--- config.mk ---
export PLATFORM = sky130hd
export DESIGN_NAME = main_controller_multicycle_flat
export DESIGN_NICKNAME = d
export VERILOG_FILES = /design/src/rtl/main_controller_multicycle_if.sv /design/src/rtl/main_controller_multicycle.sv /design/src/flat_wrapper.sv
export SDC_FILE = /design/constraint.sdc
export NUM_CORES = 1
export LEC_CHECK = 0
export ABC_AREA = 1
export CAP_MARGIN = 20
export CORE_ASPECT_RATIO = 1.75
export CORE_MARGIN = 3
export CORE_UTILIZATION = 48
export DETAILED_ROUTE_END_ITERATION = 6
export PLACE_DENSITY = 0.95
export SYNTH_ARGS = -nofsm -noshare
export SYNTH_HDL_FRONTEND = slang
export SYNTH_SLANG_ARGS = --single-unit
--- constraint.sdc ---
create_clock -name clk -period 4.6 [get_ports clk]
set_clock_uncertainty 0.05 [all_clocks]
set_input_delay 0.92 -clock clk [delete_from_list [all_inputs] [get_ports clk]]
set_output_delay 0.92 -clock clk [all_outputs]
set_load 0.01 [all_outputs]
--- src/rtl/main_controller_multicycle_if.sv ---
// Control bus between the multicycle RV32I controller and its datapath/memory port.
// The controller uses the master modport; the datapath side uses slave.
interface main_controller_multicycle_if #(
   parameter int unsigned ALUOP_W = 4
);
   logic [6:0]         Opcode;
   logic [2:0]         Funct3;
   logic [6:0]         Funct7;
   logic [1:0]         Comp;
   logic               MemReady;
   logic               PCWrite;
   logic               IRWrite;
   logic               RegWrite;
   logic               MemRead;
   logic               MemWrite;
   logic               AdrSrc;
   logic [1:0]         ALUSrcA;
   logic [1:0]         ALUSrcB;
   logic [ALUOP_W-1:0] ALUOp;
   logic [1:0]         ResultSrc;
   logic               Illegal;
   logic [4:0]         State;

   modport master (
      input  Opcode, Funct3, Funct7, Comp, MemReady,
      output PCWrite, IRWrite, RegWrite, MemRead, MemWrite, AdrSrc,
             ALUSrcA, ALUSrcB, ALUOp, ResultSrc, Illegal, State
   );

   modport slave (
      output Opcode, Funct3, Funct7, Comp, MemReady,
      input  PCWrite, IRWrite, RegWrite, MemRead, MemWrite, AdrSrc,
             ALUSrcA, ALUSrcB, ALUOp, ResultSrc, Illegal, State
   );
endinterface

--- src/rtl/main_controller_multicycle.sv ---
// Multicycle RV32I Moore control FSM with memory-ready stalls and sticky illegal halt.
// Optional macro RV32M_EN enables mul/div/rem decode and the MDWAIT divide counter.
module main_controller_multicycle #(
   parameter int unsigned ALUOP_W    = 4,
   parameter int unsigned DIV_CYCLES = 32
) (
   input logic                          clk,
   input logic                          rst,
   main_controller_multicycle_if.master io_bus
);
   localparam logic [6:0] OP_LOAD = 7'h03, OP_IMM  = 7'h13, OP_AUIPC = 7'h17, OP_STORE = 7'h23,
                          OP_REG  = 7'h33, OP_LUI  = 7'h37, OP_BRANCH = 7'h63, OP_JALR = 7'h67,
                          OP_JAL  = 7'h6F;

   localparam logic [3:0] ALU_ADD = 4'd0, ALU_SUB = 4'd1, ALU_XOR = 4'd2, ALU_OR = 4'd3,
                          ALU_AND = 4'd4, ALU_SLL = 4'd5, ALU_SRL = 4'd6, ALU_SLT = 4'd7,
                          ALU_MUL = 4'd8, ALU_DIV = 4'd9, ALU_SRA = 4'd10, ALU_SLTU = 4'd11,
                          ALU_REM = 4'd12, ALU_PASSB = 4'd13, ALU_NA = 4'd15;

   localparam logic [4:0] S_FETCH = 5'd0, S_DECODE = 5'd1, S_MEMADR = 5'd2, S_MEMRD = 5'd3,
                          S_MEMWB = 5'd4, S_MEMWR = 5'd5, S_EXEC_R = 5'd6, S_EXEC_I = 5'd7,
                          S_ALUWB = 5'd8, S_BRANCH = 5'd9, S_JAL = 5'd10, S_JALR = 5'd11,
                          S_LINK = 5'd12, S_LUI = 5'd13, S_AUIPC = 5'd14, S_MDWAIT = 5'd15,
                          S_HALT = 5'd16;

   localparam logic [1:0] SRCA_PC = 2'd0, SRCA_OLDPC = 2'd1, SRCA_RS1 = 2'd2;
   localparam logic [1:0] SRCB_RS2 = 2'd0, SRCB_IMM = 2'd1, SRCB_FOUR = 2'd2;
   localparam logic [1:0] RES_ALUOUT = 2'd0, RES_MDR = 2'd1, RES_ALURESULT = 2'd2;
   localparam logic [1:0] CMP_EQU = 2'd0, CMP_LST = 2'd1;

   if (ALUOP_W < 4) begin : g_chk_aluop_w
      $error("ALUOP_W must be at least 4");
   end
   if (DIV_CYCLES < 1 || DIV_CYCLES > 255) begin : g_chk_div_cycles
      $error("DIV_CYCLES must be within 1..255");
   end

   logic [4:0] r_state, w_next_state;
   logic       r_illegal, w_set_illegal;
   logic [3:0] w_dec_op;
   logic       w_dec_ok;
   logic       w_taken;
   logic       w_pc_write, w_ir_write, w_reg_write, w_mem_read, w_mem_write, w_adr_src;
   logic [1:0] w_alu_src_a, w_alu_src_b, w_result_src;
   logic [3:0] w_alu_op;
`ifdef RV32M_EN
   logic       w_dec_md;
   logic       w_md_done;
   logic [7:0] r_md_cnt;
`endif

   function automatic logic [3:0] f3_to_alu(input logic [2:0] f3);
      case (f3)
         3'd0:    return ALU_ADD;
         3'd1:    return ALU_SLL;
         3'd2:    return ALU_SLT;
         3'd3:    return ALU_SLTU;
         3'd4:    return ALU_XOR;
         3'd5:    return ALU_SRL;
         3'd6:    return ALU_OR;
         default: return ALU_AND;
      endcase
   endfunction

   // Instruction legality and ALU operation, from the IR fields held since FETCH
   always_comb begin
      w_dec_op = ALU_NA;
      w_dec_ok = 1'b0;
`ifdef RV32M_EN
      w_dec_md = 1'b0;
`endif
      case (io_bus.Opcode)
         OP_REG: begin
            if (io_bus.Funct7 == 7'h00) begin
               w_dec_ok = 1'b1;
               w_dec_op = f3_to_alu(io_bus.Funct3);
            end else if (io_bus.Funct7 == 7'h20 &&
                         (io_bus.Funct3 == 3'd0 || io_bus.Funct3 == 3'd5)) begin
               w_dec_ok = 1'b1;
               w_dec_op = (io_bus.Funct3 == 3'd0) ? ALU_SUB : ALU_SRA;
            end
`ifdef RV32M_EN
            else if (io_bus.Funct7 == 7'h01) begin
               w_dec_ok = 1'b1;
               w_dec_md = io_bus.Funct3[2];
               w_dec_op = !io_bus.Funct3[2] ? ALU_MUL : (io_bus.Funct3[1] ? ALU_REM : ALU_DIV);
            end
`endif
         end
         OP_IMM: begin
            if (io_bus.Funct3 == 3'd1) begin
               w_dec_ok = (io_bus.Funct7 == 7'h00);
               w_dec_op = ALU_SLL;
            end else if (io_bus.Funct3 == 3'd5) begin
               w_dec_ok = (io_bus.Funct7 == 7'h00) || (io_bus.Funct7 == 7'h20);
               w_dec_op = io_bus.Funct7[5] ? ALU_SRA : ALU_SRL;
            end else begin
               w_dec_ok = 1'b1;
               w_dec_op = f3_to_alu(io_bus.Funct3);
            end
         end
         OP_LOAD, OP_STORE:        w_dec_ok = (io_bus.Funct3 == 3'd2);
         OP_BRANCH:                w_dec_ok = (io_bus.Funct3[2:1] != 2'b01);
         OP_JALR:                  w_dec_ok = (io_bus.Funct3 == 3'd0);
         OP_JAL, OP_LUI, OP_AUIPC: w_dec_ok = 1'b1;
         default:                  w_dec_ok = 1'b0;
      endcase
   end

   always_comb begin
      case (io_bus.Funct3)
         3'd0:       w_taken = (io_bus.Comp == CMP_EQU);
         3'd1:       w_taken = (io_bus.Comp != CMP_EQU);
         3'd4, 3'd6: w_taken = (io_bus.Comp == CMP_LST);
         3'd5, 3'd7: w_taken = (io_bus.Comp != CMP_LST);
         default:    w_taken = 1'b0;
      endcase
   end

   always_ff @(posedge clk or posedge rst) begin
      if (rst) begin
         r_state   <= S_FETCH;
         r_illegal <= 1'b0;
      end else begin
         r_state <= w_next_state;
         if (w_set_illegal) r_illegal <= 1'b1;
      end
   end

`ifdef RV32M_EN
   // Held at zero outside MDWAIT, so every entry starts counting from zero
   always_ff @(posedge clk or posedge rst) begin
      if (rst)                      r_md_cnt <= 8'd0;
      else if (r_state != S_MDWAIT) r_md_cnt <= 8'd0;
      else                          r_md_cnt <= r_md_cnt + 8'd1;
   end
   assign w_md_done = (r_md_cnt == 8'(DIV_CYCLES - 1));
`endif

   // Next state and Moore outputs
   always_comb begin
      w_next_state  = r_state;
      w_set_illegal = 1'b0;
      w_pc_write    = 1'b0;
      w_ir_write    = 1'b0;
      w_reg_write   = 1'b0;
      w_mem_read    = 1'b0;
      w_mem_write   = 1'b0;
      w_adr_src     = 1'b0;
      w_alu_src_a   = SRCA_PC;
      w_alu_src_b   = SRCB_RS2;
      w_result_src  = RES_ALUOUT;
      w_alu_op      = ALU_NA;
      case (r_state)
         S_FETCH: begin
            w_mem_read   = 1'b1;
            w_alu_src_b  = SRCB_FOUR;
            w_alu_op     = ALU_ADD;
            w_result_src = RES_ALURESULT;
            if (io_bus.MemReady) begin
               w_ir_write   = 1'b1;
               w_pc_write   = 1'b1;
               w_next_state = S_DECODE;
            end
         end
         S_DECODE: begin
            w_alu_src_a = SRCA_OLDPC;
            w_alu_src_b = SRCB_IMM;
            w_alu_op    = ALU_ADD;
            if (!w_dec_ok) begin
               w_set_illegal = 1'b1;
               w_next_state  = S_HALT;
            end else begin
               case (io_bus.Opcode)
                  OP_LOAD, OP_STORE: w_next_state = S_MEMADR;
                  OP_REG:            w_next_state = S_EXEC_R;
                  OP_IMM:            w_next_state = S_EXEC_I;
                  OP_BRANCH:         w_next_state = S_BRANCH;
                  OP_JAL:            w_next_state = S_JAL;
                  OP_JALR:           w_next_state = S_JALR;
                  OP_LUI:            w_next_state = S_LUI;
                  OP_AUIPC:          w_next_state = S_AUIPC;
                  default:           w_next_state = S_HALT;
               endcase
            end
         end
         S_MEMADR: begin
            w_alu_src_a  = SRCA_RS1;
            w_alu_src_b  = SRCB_IMM;
            w_alu_op     = ALU_ADD;
            w_next_state = (io_bus.Opcode == OP_LOAD) ? S_MEMRD : S_MEMWR;
         end
         S_MEMRD: begin
            w_mem_read = 1'b1;
            w_adr_src  = 1'b1;
            if (io_bus.MemReady) w_next_state = S_MEMWB;
         end
         S_MEMWB: begin
            w_reg_write  = 1'b1;
            w_result_src = RES_MDR;
            w_next_state = S_FETCH;
         end
         S_MEMWR: begin
            w_mem_write = 1'b1;
            w_adr_src   = 1'b1;
            if (io_bus.MemReady) w_next_state = S_FETCH;
         end
         S_EXEC_R: begin
            w_alu_src_a = SRCA_RS1;
            w_alu_src_b = SRCB_RS2;
            w_alu_op    = w_dec_op;
`ifdef RV32M_EN
            w_next_state = w_dec_md ? S_MDWAIT : S_ALUWB;
`else
            w_next_state = S_ALUWB;
`endif
         end
         S_EXEC_I: begin
            w_alu_src_a  = SRCA_RS1;
            w_alu_src_b  = SRCB_IMM;
            w_alu_op     = w_dec_op;
            w_next_state = S_ALUWB;
         end
         S_ALUWB: begin
            w_reg_write  = 1'b1;
            w_next_state = S_FETCH;
         end
         S_BRANCH: begin
            w_alu_src_a  = SRCA_RS1;
            w_alu_op     = ALU_SUB;
            w_pc_write   = w_taken;
            w_next_state = S_FETCH;
         end
         S_JAL: begin
            w_pc_write   = 1'b1;
            w_alu_src_a  = SRCA_OLDPC;
            w_alu_src_b  = SRCB_FOUR;
            w_alu_op     = ALU_ADD;
            w_next_state = S_ALUWB;
         end
         S_JALR: begin
            w_pc_write   = 1'b1;
            w_result_src = RES_ALURESULT;
            w_alu_src_a  = SRCA_RS1;
            w_alu_src_b  = SRCB_IMM;
            w_alu_op     = ALU_ADD;
            w_next_state = S_LINK;
         end
         S_LINK: begin
            w_alu_src_a  = SRCA_OLDPC;
            w_alu_src_b  = SRCB_FOUR;
            w_alu_op     = ALU_ADD;
            w_next_state = S_ALUWB;
         end
         S_LUI: begin
            w_alu_src_b  = SRCB_IMM;
            w_alu_op     = ALU_PASSB;
            w_next_state = S_ALUWB;
         end
         S_AUIPC: begin
            w_alu_src_a  = SRCA_OLDPC;
            w_alu_src_b  = SRCB_IMM;
            w_alu_op     = ALU_ADD;
            w_next_state = S_ALUWB;
         end
         S_MDWAIT: begin
            w_alu_src_a = SRCA_RS1;
            w_alu_op    = w_dec_op;
`ifdef RV32M_EN
            w_next_state = w_md_done ? S_ALUWB : S_MDWAIT;
`else
            w_next_state = S_ALUWB;
`endif
         end
         S_HALT:  w_next_state = S_HALT;
         default: w_next_state = S_FETCH;
      endcase
   end

   // Enables and strobes drop immediately while reset is held
   assign io_bus.PCWrite   = w_pc_write  & ~rst;
   assign io_bus.IRWrite   = w_ir_write  & ~rst;
   assign io_bus.RegWrite  = w_reg_write & ~rst;
   assign io_bus.MemRead   = w_mem_read  & ~rst;
   assign io_bus.MemWrite  = w_mem_write & ~rst;
   assign io_bus.AdrSrc    = w_adr_src;
   assign io_bus.ALUSrcA   = w_alu_src_a;
   assign io_bus.ALUSrcB   = w_alu_src_b;
   assign io_bus.ResultSrc = w_result_src;
   assign io_bus.ALUOp     = ALUOP_W'(w_alu_op);
   assign io_bus.Illegal   = r_illegal;
   assign io_bus.State     = r_state;
endmodule

--- src/flat_wrapper.sv ---
// flat-port wrapper written by rule: the top's interface ports become plain ports
module main_controller_multicycle_flat 
#(
   parameter int unsigned ALUOP_W    = 4,
   parameter int unsigned DIV_CYCLES = 32
)
  (clk, rst, io_bus_Opcode, io_bus_Funct3, io_bus_Funct7, io_bus_Comp, io_bus_MemReady, io_bus_PCWrite, io_bus_IRWrite, io_bus_RegWrite, io_bus_MemRead, io_bus_MemWrite, io_bus_AdrSrc, io_bus_ALUSrcA, io_bus_ALUSrcB, io_bus_ALUOp, io_bus_ResultSrc, io_bus_Illegal, io_bus_State);
  main_controller_multicycle_if #(.ALUOP_W(ALUOP_W)) io_bus_i ();
  input logic clk;
  input logic rst;
  input wire logic [$bits(io_bus_i.Opcode)-1:0] io_bus_Opcode;
  input wire logic [$bits(io_bus_i.Funct3)-1:0] io_bus_Funct3;
  input wire logic [$bits(io_bus_i.Funct7)-1:0] io_bus_Funct7;
  input wire logic [$bits(io_bus_i.Comp)-1:0] io_bus_Comp;
  input wire logic [$bits(io_bus_i.MemReady)-1:0] io_bus_MemReady;
  output wire logic [$bits(io_bus_i.PCWrite)-1:0] io_bus_PCWrite;
  output wire logic [$bits(io_bus_i.IRWrite)-1:0] io_bus_IRWrite;
  output wire logic [$bits(io_bus_i.RegWrite)-1:0] io_bus_RegWrite;
  output wire logic [$bits(io_bus_i.MemRead)-1:0] io_bus_MemRead;
  output wire logic [$bits(io_bus_i.MemWrite)-1:0] io_bus_MemWrite;
  output wire logic [$bits(io_bus_i.AdrSrc)-1:0] io_bus_AdrSrc;
  output wire logic [$bits(io_bus_i.ALUSrcA)-1:0] io_bus_ALUSrcA;
  output wire logic [$bits(io_bus_i.ALUSrcB)-1:0] io_bus_ALUSrcB;
  output wire logic [$bits(io_bus_i.ALUOp)-1:0] io_bus_ALUOp;
  output wire logic [$bits(io_bus_i.ResultSrc)-1:0] io_bus_ResultSrc;
  output wire logic [$bits(io_bus_i.Illegal)-1:0] io_bus_Illegal;
  output wire logic [$bits(io_bus_i.State)-1:0] io_bus_State;
  assign io_bus_i.Opcode = io_bus_Opcode;
  assign io_bus_i.Funct3 = io_bus_Funct3;
  assign io_bus_i.Funct7 = io_bus_Funct7;
  assign io_bus_i.Comp = io_bus_Comp;
  assign io_bus_i.MemReady = io_bus_MemReady;
  assign io_bus_PCWrite = io_bus_i.PCWrite;
  assign io_bus_IRWrite = io_bus_i.IRWrite;
  assign io_bus_RegWrite = io_bus_i.RegWrite;
  assign io_bus_MemRead = io_bus_i.MemRead;
  assign io_bus_MemWrite = io_bus_i.MemWrite;
  assign io_bus_AdrSrc = io_bus_i.AdrSrc;
  assign io_bus_ALUSrcA = io_bus_i.ALUSrcA;
  assign io_bus_ALUSrcB = io_bus_i.ALUSrcB;
  assign io_bus_ALUOp = io_bus_i.ALUOp;
  assign io_bus_ResultSrc = io_bus_i.ResultSrc;
  assign io_bus_Illegal = io_bus_i.Illegal;
  assign io_bus_State = io_bus_i.State;
  main_controller_multicycle #(.ALUOP_W(ALUOP_W), .DIV_CYCLES(DIV_CYCLES)) u_core (.clk(clk), .rst(rst), .io_bus(io_bus_i));
endmodule
==> impl_metrics.json <==
{
  "required_ns": 3.63,
  "postCtsHoldBufs": 0,
  "grtUsageMet3_pct": 1.26,
  "internal_power_mw": 0.300,
  "h_tree_depth": 1,
  "synth.ff_latch_count": 6,
  "worstSkewPairLatency_ns": 0.22,
  "yosysTopAreaCell": "sky130_fd_sc_hd__nand2_1",
  "initial_drt_pass_iterations": 7,
  "dieHeight_um": 71.3,
  "number_of_pins_exceeding_their_max_slew_limit_in_the_final_report": 0,
  "grt_busiest_layer": "met2",
  "placement_rows": 23,
  "maximum_number_of_pins_on_one_net_before_global_route_repair": 10,
  "cp-end-kind": "output port",
  "worst_pin_slew_ns": 0.362,
  "wire_length_of_the_first_global_routing_pass_um": 5720,
  "yosysMostFrequentCell": "sky130_fd_sc_hd__nand2_1",
  "final_layout_size_suffix_gt1_share_pct": 17.9,
  "route.detailed.vias_per_inst": 5.38,
  "initial_utilization_pct": 50.9,
  "path_class": "input port to output port",
  "cts_post_setup_buffers_inserted": 0,
  "crit_fanout": 5,
  "ys_seq_area_share_pct": 12.8,
  "synth_edf_count": 0,
  "tritoncts.num_buffers": 3,
  "detailedRoute.firstIterationViolations": 52,
  "setup-tns-final_ns": 0,
  "comb_power_share_pct": 69.9,
  "num-nets-final": 276,
  "globalRouteTotalUtil_pct": 23.0,
  "syn_avg_cell_area_um2": 5.66,
  "post_synth_main_area_contributors": "sky130_fd_sc_hd__nand2_1, sky130_fd_sc_hd__dfrtp_1, sky130_fd_sc_hd__nand3_1",
  "placeable_core_region_um2": 2300,
  "netlist_top_cells_count": "sky130_fd_sc_hd__nand2_1, sky130_fd_sc_hd__nand3_1, sky130_fd_sc_hd__nor2_1, sky130_fd_sc_hd__inv_1",
  "part_of_the_total_power_dissipated_in_sequential_elements_pct": 15.7,
  "switching_share_of_total_power_pct": 44.0,
  "instance_count_along_the_most_critical_hold_path": 2,
  "rr_endpoint": "u_core.io_bus.State[0]$_DFFE_PP0P_",
  "io_buffer_count": 43,
  "final_hold_violations": 0,
  "synth_area_um2": 1170,
  "synth_unique_cells": 30,
  "most_common_flop_cell_mapped_by_yosys": "sky130_fd_sc_hd__dfrtp_1",
  "outcome": "completed",
  "wirelength_um": 3360,
  "finalWeightedCongestion": 0.945,
  "net-switching-power_mw": 0.235,
  "fin_crit_ns": 3.88,
  "path_cells": "clkdlybuf4s50_1 -> inv_2 -> nand2_2 -> nor2_4 -> nand2_4 -> nor2_4 -> o21ai_0 -> o21ai_0 -> nand2_1 -> nand3_1 -> clkdlybuf4s50_1",
  "clock_tree.buffer_depth": 2,
  "power.clock.fraction_pct": 14.4,
  "global_route.usage.met2_pct": 45.0,
  "holdCritStartpoint": "u_core.io_bus.Illegal$_DFFE_PP0P_",
  "synthesis.yosys.warnings": 0,
  "power_mw": 0.535,
  "rrSetupSlack_ns": 3.04,
  "tightest_hold_check_type": "register to register",
  "maxClockFrequency_ghz": 0.258,
  "post_drt_wl_per_cell_um": 12.1,
  "clock_sinks": 6,
  "overflow_after_grt": 0,
  "ant_nets": 0,
  "power_density_over_the_cells_nw_per_um2": 320,
  "clockRootBuffer": "sky130_fd_sc_hd__clkbuf_8",
  "antenna_found_initial": 0,
  "grtUsageMet1_pct": 22.7,
  "synthCells": 207,
  "synth.net_count": 229,
  "slowest_stage_cell_crit_path": "sky130_fd_sc_hd__clkdlybuf4s50_1",
  "max-cap-violations": 0,
  "timing.critical_path.slowest_cell_delay_ns": 0.55,
  "whs_endpoint": "u_core.io_bus.Illegal$_DFFE_PP0P_",
  "layout-area-overhead-vs-synth_pct": 42.5,
  "synth_top_area_share_pct": 18.6,
  "design.portCount": 44,
  "first_global_vias": 1442,
  "hpwlAfterDp_um": 2820,
  "rr_worst_depth": 7,
  "data_arrival_time_of_the_critical_path_ns": 2.91,
  "setup_viol": 0,
  "synth-async-reset-ratio_pct": 100,
  "worst_setup_hold_path_clk_slew_ns": 0.03,
  "max-slew-margin-rel_pct": 75.9,
  "tritoncts": "yes",
  "critPathLaunchType": "input port",
  "final_min_period_over_clock_period_pct": 84.3,
  "insertedDiodeCount": 0,
  "die_x_um": 43.3,
  "design.die.area_um2": 3090,
  "grt_setup_unrepaired": "false",
  "leakage_nw": 0.801,
  "detail_route.drc_violations": 0,
  "reg2reg_from": "u_core.io_bus.State[2]$_DFFE_PP0P_",
  "dr_total_vias": 1489,
  "ir_worst_vdd_v": 0.000301,
  "cts-resized-gates": 0
}
## metal layers
| layer | wire (µm) | share of wire [%] |
|---|---|---|
| met1 | 1210 | 36 |
| met2 | 1870 | 56 |
| met3 | 147 | 4.4 |
| met4 | 122 | 3.6 |
| met5 | 0 | 0 |
## cells by family (layout without fill, tap and decap cells)
logic type,count (synthesis),count (layout),synth area share [%]
simple gates,145,145,63.9
buf+inv,32,77,10.4
compound gates,23,23,12.2
flops,6,6,12.8
xor+xnor,1,1,0.748
## placed cells by master, fill, tap and decap left out
master                            instances
sky130_fd_sc_hd__a21oi_1                 11
sky130_fd_sc_hd__a21oi_2                  1
sky130_fd_sc_hd__a22oi_1                  1
sky130_fd_sc_hd__and2_1                   1
sky130_fd_sc_hd__clkbuf_8                 3
sky130_fd_sc_hd__clkdlybuf4s50_1         43
sky130_fd_sc_hd__dfrtp_1                  6
sky130_fd_sc_hd__inv_1                   22
sky130_fd_sc_hd__inv_2                    9
sky130_fd_sc_hd__nand2_1                 58
sky130_fd_sc_hd__nand2_2                 11
sky130_fd_sc_hd__nand2_4                  2
sky130_fd_sc_hd__nand3_1                 25
sky130_fd_sc_hd__nand3_2                  4
sky130_fd_sc_hd__nand3_4                  1
sky130_fd_sc_hd__nand3b_1                 1
sky130_fd_sc_hd__nand4_1                  1
sky130_fd_sc_hd__nor2_1                  24
sky130_fd_sc_hd__nor2_2                   4
sky130_fd_sc_hd__nor2_4                   6
sky130_fd_sc_hd__nor3_1                   3
sky130_fd_sc_hd__nor3_2                   1
sky130_fd_sc_hd__nor3_4                   1
sky130_fd_sc_hd__nor4_1                   1
sky130_fd_sc_hd__o2111ai_2                1
sky130_fd_sc_hd__o211ai_1                 3
sky130_fd_sc_hd__o21ai_0                  4
sky130_fd_sc_hd__o21ai_1                  1
sky130_fd_sc_hd__o221ai_1                 1
sky130_fd_sc_hd__or2_2                    1
sky130_fd_sc_hd__xnor2_1                  1
## layout make-up
| type | count | area, µm² |
|---|---|---|
| clock buffers | 3 | 41.3 |
| fillers | 204 | 633 |
| inverters | 31 | 116 |
| multi-input cells | 169 | 900 |
| flip-flops and latches | 6 | 150 |
| well taps | 25 | 31.3 |
| repair buffers | 43 | 430 |
## flip-flops by register name (all words and copies together), names as in the netlist
register               count
u_core.io_bus.Illegal      1
u_core.io_bus.State        5
## power by group through the flow
stage | Sequential (mW) | Combinational (mW) | Clock (mW)
6_report | 0.0839 | 0.374 | 0.0770
5_1_grt | 0.0858 | 0.406 | 0.0830
4_1_cts | 0.0842 | 0.375 | 0.0776
3_5_place_dp | 0.0849 | 0.372 | 0
3_3_place_gp | 0.0834 | 0.366 | 0
2_1_floorplan | 0.0854 | 0.191 | 0
## worst max-delay path: cells and delay by family
kind,cells,cell delay (ns)
and+or+nand+nor,6,0.63
buffers and inverters,3,1.11
AOI/OAI and AO/OA,2,0.24
## worst max path at each step
| stage | start | endpoint | slack (ns) |
|---|---|---|---|
| final | io_bus_Opcode[2] | io_bus_ALUOp[0] | 0.72 |
| after global routing | io_bus_Opcode[2] | io_bus_ALUOp[0] | 0.60 |
| after CTS | io_bus_Opcode[2] | io_bus_ALUOp[0] | 0.74 |
| after detailed placement | io_bus_Opcode[2] | io_bus_ALUOp[0] | 0.74 |
| after global placement | io_bus_Opcode[2] | io_bus_ALUOp[0] | 0.76 |
| after floorplan | io_bus_Opcode[3] | io_bus_ALUOp[0] | 1.86 |
## stage by stage
stage / worst slack [ns] / utilization, % / cell area, µm² / hold WS, ns / cells
2_1_floorplan: 1.86 / - / 1170 / 0.451 / 207
3_3_place_gp: 0.763 / 70.7 / 1630 / 0.397 / 274
3_5_place_dp: 0.742 / 70.7 / 1630 / 0.398 / 274
4_1_cts: 0.737 / 72.5 / 1670 / 0.408 / 277
5_1_grt: 0.596 / 72.5 / 1670 / 0.440 / 277
6_report: 0.722 / 72.5 / 1670 / 0.403 / 277
No activity file was read; power rests on OpenSTA's default activity.
